`config.mk`:
```
export PLATFORM = sky130hd
export DESIGN_NAME = seg7_scan_driver
export DESIGN_NICKNAME = d
export VERILOG_FILES = /design/src/rtl/seg7_scan_driver.sv
export SDC_FILE = /design/constraint.sdc
export NUM_CORES = 1
export LEC_CHECK = 0
export CAP_MARGIN = 40
export CORE_MARGIN = 5
export CORE_UTILIZATION = 54
export DETAILED_ROUTE_END_ITERATION = 10
export PLACE_DENSITY = 0.74
export SLEW_MARGIN = 20
export SYNTH_ARGS = -nofsm -noshare
export SYNTH_HDL_FRONTEND = slang
export SYNTH_SLANG_ARGS = --single-unit
```
`constraint.sdc`:
```
create_clock -name clk -period 3.05 [get_ports clk]
set_input_delay 0.7625 -clock clk [delete_from_list [all_inputs] [get_ports clk]]
set_output_delay 0.7625 -clock clk [all_outputs]
set_load 0.01 [all_outputs]
```
`src/rtl/seg7_scan_driver.sv`:
```
// seg7_scan_driver: 8-digit multiplexed seven-segment driver with a
// shadow-buffered display word and optional leading-zero blanking.
//
// Ports:
//   clk, rst (sync, active-low)
//   value_in[31:0], value_vld : word to show, 1-cycle capture strobe
//   dp_mask[7:0], blank_lz    : live decimal points / leading-zero blank
//   AN[7:0], SEG[7:0]         : active-low digit enables and segments
//   frame_tick                : pulse after the digit index wraps 7->0
module seg7_scan_driver #(
  parameter int SCAN_DIV = 100000,
  parameter int CNT_W    = 17
) (
  input  logic        clk,
  input  logic        rst,
  input  logic [31:0] value_in,
  input  logic        value_vld,
  input  logic [7:0]  dp_mask,
  input  logic        blank_lz,
  output logic [7:0]  AN,
  output logic [7:0]  SEG,
  output logic        frame_tick
);

  logic [CNT_W-1:0] presc;
  logic [2:0]       idx;
  logic [31:0]      shown;
  logic [31:0]      pending;
  logic             pend_flag;

  logic             step;
  logic             wrap;
  logic [3:0]       nib;
  logic [31:0]      upper;
  logic             blank;
  logic [7:0]       hex;
  logic [7:0]       an_d;
  logic [7:0]       seg_d;

  assign step = (presc == CNT_W'(SCAN_DIV - 1));
  assign wrap = step && (idx == 3'd7);

  always_ff @(posedge clk) begin
    if (!rst) begin
      presc      <= '0;
      idx        <= 3'd0;
      frame_tick <= 1'b0;
    end else begin
      frame_tick <= wrap;
      if (step) begin
        presc <= '0;
        idx   <= idx + 3'd1;
      end else begin
        presc <= presc + CNT_W'(1);
      end
    end
  end

  // shown only changes on the frame boundary, so a frame never tears.
  // A strobe landing on the boundary itself commits straight through.
  always_ff @(posedge clk) begin
    if (!rst) begin
      shown     <= 32'h0;
      pending   <= 32'h0;
      pend_flag <= 1'b0;
    end else begin
      if (value_vld) begin
        pending <= value_in;
      end
      if (wrap && value_vld) begin
        shown     <= value_in;
        pend_flag <= 1'b0;
      end else if (wrap && pend_flag) begin
        shown     <= pending;
        pend_flag <= 1'b0;
      end else if (value_vld) begin
        pend_flag <= 1'b1;
      end
    end
  end

  always_comb begin
    nib   = shown[{idx, 2'b00} +: 4];
    upper = shown >> {idx, 2'b00};
    blank = blank_lz && (idx != 3'd0) && (upper == 32'h0);
    hex   = 8'hFF;
    unique case (nib)
      4'h0: hex = 8'hC0;
      4'h1: hex = 8'hF9;
      4'h2: hex = 8'hA4;
      4'h3: hex = 8'hB0;
      4'h4: hex = 8'h99;
      4'h5: hex = 8'h92;
      4'h6: hex = 8'h82;
      4'h7: hex = 8'hF8;
      4'h8: hex = 8'h80;
      4'h9: hex = 8'h90;
      4'hA: hex = 8'h88;
      4'hB: hex = 8'h83;
      4'hC: hex = 8'hC6;
      4'hD: hex = 8'hA1;
      4'hE: hex = 8'h86;
      4'hF: hex = 8'h8E;
    endcase
    an_d  = ~(8'b1 << idx);
    seg_d = {~dp_mask[idx], hex[6:0]};
    if (blank) begin
      an_d  = 8'hFF;
      seg_d = 8'hFF;
    end
  end

  always_ff @(posedge clk) begin
    if (!rst) begin
      AN  <= 8'hFF;
      SEG <= 8'hFF;
    end else begin
      AN  <= an_d;
      SEG <= seg_d;
    end
  end

endmodule

```
* Yosys cells after proc, flatten, opt, wreduce, memory -nomap -nowiden *
Memory sizes are Yosys's and may differ from the RTL's. A register that Yosys moved wholly into a read port is not among the register bits.
Index checks and enable logic that the tools add are counted.

word-level totals
  bits in latches = 0
  word-level logic and storage cells = 35
  memory bits (read-only) = 112
  register bits = 102
  memories = 1
  bits in writable memories = 0
  output and inout port bits = 17

operators by class
  bitwise gates (word level) = 3
  shift-type cells = 3
  multipliers = 0
  mux-type cells = 4
  divide/modulo/power cells = 0
  reductions and logical operators = 11
  equality and inequality tests = 2
  add/sub/neg operators = 2
  magnitude comparators = 1

memory list
  name             depth  bits a word  rd ports  clocked after Yosys merged registers in  wr ports  RTL line  text
  (no name shown)  16     7            1         1                                        0         87        unique case (nib)

operator list
  kind                     number
  $mux W32                 2
  $logic_not A32 Y1        1
  $shiftx A32 B6 Y4        1
  $shr A32 B5 Y32          1
  $add A17 B1 Y17 const B  1
  $eq A17 B17 Y1 const B   1
  $not A8 Y8               1
  $shl A1 B3 Y8 const A    1
  $logic_and A1 B1 Y1      5
  $lt A3 B4 Y1 const B     1
  $reduce_or A2 Y1         2
  $add A3 B1 Y3 const B    1
  $bmux W1 S3              1
  $eq A3 B3 Y1 const B     1
  $reduce_bool A3 Y1       1
  $reduce_or A3 Y1         1
  $not A1 Y1               2
  $reduce_bool A2 Y1       1
  $mux W1                  1

* Longest topological paths before layout *
  depth after elaboration = 5
  mapped depth = 13

* Worst setup path before layout *
No wires, ideal clock.

  kind = reg2reg
  start point = register idx[1]
  end point = register SEG[4]
  stages on the path, launching flop included = 13
  arrival time = 2.634 ns
  path slack = 0.343 ns
  library setup time = 0.073 ns
  clock period less this slack = 2.707 ns
  data required time = 2.977 ns
  path through = dfxtp_1 > buf_6 > buf_8 > clkbuf_1 > mux4_2 > mux2_2 > inv_1 > ha_1 > nand2_1 > o41ai_2 > nand3_2 > buf_6 > o211ai_2

on the way
  cells in the longest elaborated chain, start to end = 4

ends and longest elaborated chain
  element                                                   RTL line  text
  from (decl)                                               26        logic [2:0] idx;
  from (signal assigned)                                    52        idx <= idx + 3'd1;
  $shr A32 B5 Y32 or $reduce_bool A3 Y1 (tied branches)     84, 85
  $logic_not A32 Y1 or $logic_and A1 B1 Y1 (tied branches)  85        blank = blank_lz && (idx != 3'd0) && (upper == 32'h0);
  $logic_and A1 B1 Y1                                       85
  $reduce_or A2 Y1 (no source line)                         n/a
  to (decl)                                                 21        output logic [7:0] SEG,

Parallel ways exist; a longest one is shown, timed or not.
A chain may end at the register's enable or synchronous reset.

* Worst setup path after layout *
  start point = register idx[0]
  end point = register SEG[5]

The elaborated chain is that of the path after synthesis.

==> flow_summary.json <==
{
  "cell_internal_pwr_w": 0.00183,
  "worst-slew-pin-transition_ps": 618,
  "cts.repair_timing.setup_buffer_count": 0,
  "routed_via_density": 5.73,
  "yosys_most_used_dff": "dfxtp_1",
  "die_h_um": 103,
  "drv_slew": 0,
  "combPwrFrac_pct": 8.1,
  "post-synth-top-area-cell": "dfxtp_1",
  "final.setup.tns_ps": 0,
  "maxClockFrequency_mhz": 361,
  "worst_skew_pair.late_latency_ps": 360,
  "detail_route.wirelength.met1_mm": 4.70,
  "floorplan.die_area_um2": 10600,
  "overflow": 0,
  "leakagePower_nw": 2.06,
  "start_util_pct": 56.2,
  "slew-limit-headroom_pct": 58.8,
  "postSynthRegisterBits": 102,
  "topRoutingLayerUsed": "met4",
  "antenna_cells": 0,
  "clock-root-buffer": "clkbuf_8",
  "path_clk_slew_ps": 110,
  "synth_edf_count": 0,
  "synth-seq-area-share_pct": 43.8,
  "run_status": "finished, final reports clean",
  "rrSetupSlack_ps": 280,
  "detailedRoute.firstIterationViolations": 119,
  "numClockSinks": 102,
  "critPathKind": "reg -> reg",
  "dp_hpwl_mm": 7.34,
  "grtUsageTotal_pct": 20.2,
  "drt_drc_violations_left": 0,
  "grt_pass1_vias": 3628,
  "grt_setup_unrepaired": "no",
  "wire_length_of_the_first_global_routing_pass_mm": 17.1,
  "largest_net_degree_at_the_start_of_global_routing": 61,
  "clock_h_tree_levels": 3,
  "dr_wl_met3_um": 585,
  "multi_input_area_um2": 2410,
  "core_area_um2": 8300,
  "critPathMaxFanout": 13,
  "antenna_violations_before_repair": 0,
  "dr_wl_met2_mm": 4.67,
  "first_pass_iters": 4,
  "synthTopCellsByArea": "dfxtp_1, mux2i_1, nor2_1",
  "clock_skew_ps": 14.3,
  "buffer_ports.inserted": 60,
  "cts_buffers": 9,
  "syn2layout_area_growth_pct": 17.9,
  "route.final.wire_length_mm": 10.2,
  "max_cap_violations": 0,
  "syn-cell-area_um2": 4660,
  "power.net_switching_w": 0.000585,
  "hold_class": "reg -> reg",
  "yosys_warnings": 0,
  "yosys.cell_types.count": 49,
  "irDropWorstVdd_mv": 0.257,
  "routed-via-count": 3750,
  "p_per_area_nw_per_um2": 440,
  "min_period_over_period_pct": 90.9,
  "pin_count": 61,
  "number_of_instances_in_the_synthesized_netlist": 497,
  "rows": 33,
  "cts_max_path_buffers": 2,
  "worstPathRequired_ps": 3320,
  "timing.critical_path.to_type": "flip-flop",
  "area.sequential_um2": 2040,
  "fillerInstances": 710,
  "drt.antenna.violating_nets": 0,
  "synth_async_sr_flop_share_pct": 0,
  "power_frac_clock_pct": 34.6,
  "finalWeightedCongestion": 0.872,
  "syn_nets": 553,
  "critical_path.startpoint_type": "flip-flop",
  "timing_hold_violations_final": 0,
  "finalWorstPathRequiredPeriod_ps": 2770,
  "worst-endpoint-arrival_ps": 3040,
  "layout.nets": 600,
  "power_frac_seq_pct": 57.3,
  "final-setup-viol-count": 0,
  "final_layout_size_suffix_gt1_share_pct": 8.74,
  "synthDominantCellAreaShare_pct": 43.8,
  "p_sw_share_pct": 24.2,
  "wl_per_cell_um": 15.5,
  "die_w_um": 103,
  "tritoncts": "done",
  "postSynthAreaPerCell_um2": 9.38,
  "final_worst_hold_slack_ps": 499
}
-- routing by layer --
metal,up-vias,GRT usage (%)
met5,-,0
met4,0,6.97
met1,1768,26.2
met3,17,4.40
li1,1873,-
met2,92,33.2
-- cell usage after synthesis (2+ instances only) --
cell type  count
buf_1          4
ha_1          12
o211ai_2       2
mux2i_1       44
xnor2_1        5
a211oi_1      26
o21ai_1        2
nand3_2        3
nor3_1         5
nand3b_1      16
xor2_1        10
o211ai_1      10
nor4_1         7
o21a_1         2
mux2_2         2
clkinv_1       2
mux4_2         8
buf_6          3
o221ai_1       3
a21oi_1       19
dfxtp_1      102
and4_1         2
buf_2          5
clkbuf_1      19
buf_4          2
o22ai_1       14
o21ai_0       14
nand2_1       28
nor2_1        86
inv_1          6
nand3_1       12
and3_1         5
-- state kept, by name, indices dropped and copies added (netlist names) --
signal	cells
presc	17
AN	8
pending	32
pend_flag	1
idx	3
frame_tick	1
SEG	8
shown	32
-- cells by family after synthesis --
group           after synthesis  share of synthesized area, %
fa+ha+maj                    12                          3.22
simple gates                173                          17.6
xor+xnor                     15                          2.82
mux                          54                          13.8
buf+inv                      43                          4.54
flops                       102                          43.8
compound gates               98                          14.2
-- worst paths after layout --
| path | startpoint | to | cells after the start |
|---|---|---|---|
| hold reg to reg | pending[26] | pending[26] | 2 |
| hold / removal | pending[26] | pending[26] | 2 |
| setup / recovery | idx[0] | SEG[5] | 8 |
| setup reg to reg | idx[0] | SEG[5] | 8 |
-- worst max-delay path: stages, from the launching register on --
cell	delay, ps
dfxtp_2	470
mux4_2	540
mux2_2	330
inv_1	130
ha_1	230
nand2_1	80
o41ai_2	380
nand3_2	340
o221ai_1	170
-- final cells by class --
class | count | share of cell area, %
clock buffer | 11 | 2.76
clock inverter | 5 | 0.843
inverter | 9 | 0.661
multi-input combinational | 352 | 43.9
sequential | 102 | 37.2
tap | 105 | 2.39
timing repair buffer | 70 | 12.2
-- power by group through the flow --
| stage | clock network, W | logic, W | registers (W) |
|---|---|---|---|
| after floorplan | 0 | 0.000107 | 0.00141 |
| after global placement | 0 | 0.000193 | 0.00141 |
| after detailed placement | 0 | 0.000196 | 0.00142 |
| after CTS | 0.000866 | 0.000197 | 0.00139 |
| after global routing | 0.000917 | 0.000214 | 0.00139 |
| final | 0.000836 | 0.000195 | 0.00139 |
-- layout by cell type (no fill, tap or decap), types with 6 or more instances in the layout --
cell and count:
clkdlybuf4s50_1 59, dfxtp_1 101, ha_1 12, nand3_1 12
o21ai_0 14, nand2_1 28, xor2_1 10, nor4_1 7
nand3b_1 16, mux4_2 8, mux2i_1 44, o22ai_1 14
nor2_1 86, inv_1 6, buf_4 10, a21oi_1 19
clkbuf_8 11, o211ai_1 10, a211oi_1 26
-- metrics by stage --
| stage | setup slack, ps | cell area [um^2] | util, % | cells | power, W |
|---|---|---|---|---|---|
| detailed placement | 186 | 5290 | 63.8 | 638 | 0.00161 |
| floorplan | 343 | 4660 | - | 497 | 0.00152 |
| finish | 279 | 5490 | 66.2 | 654 | 0.00242 |
| global route | 90.9 | 5490 | 66.2 | 654 | 0.00252 |
| CTS | 112 | 5490 | 66.2 | 654 | 0.00245 |
| global placement | 244 | 5290 | 63.8 | 638 | 0.00161 |
-- what timing repair did --
action                     in CTS  in global routing
resized for setup               0                  1
hold endpoints to repair        0                  0
setup endpoints to repair       0                 13
hold buffers                    0                  0
Note: power is estimated with default switching activity, not from simulation.
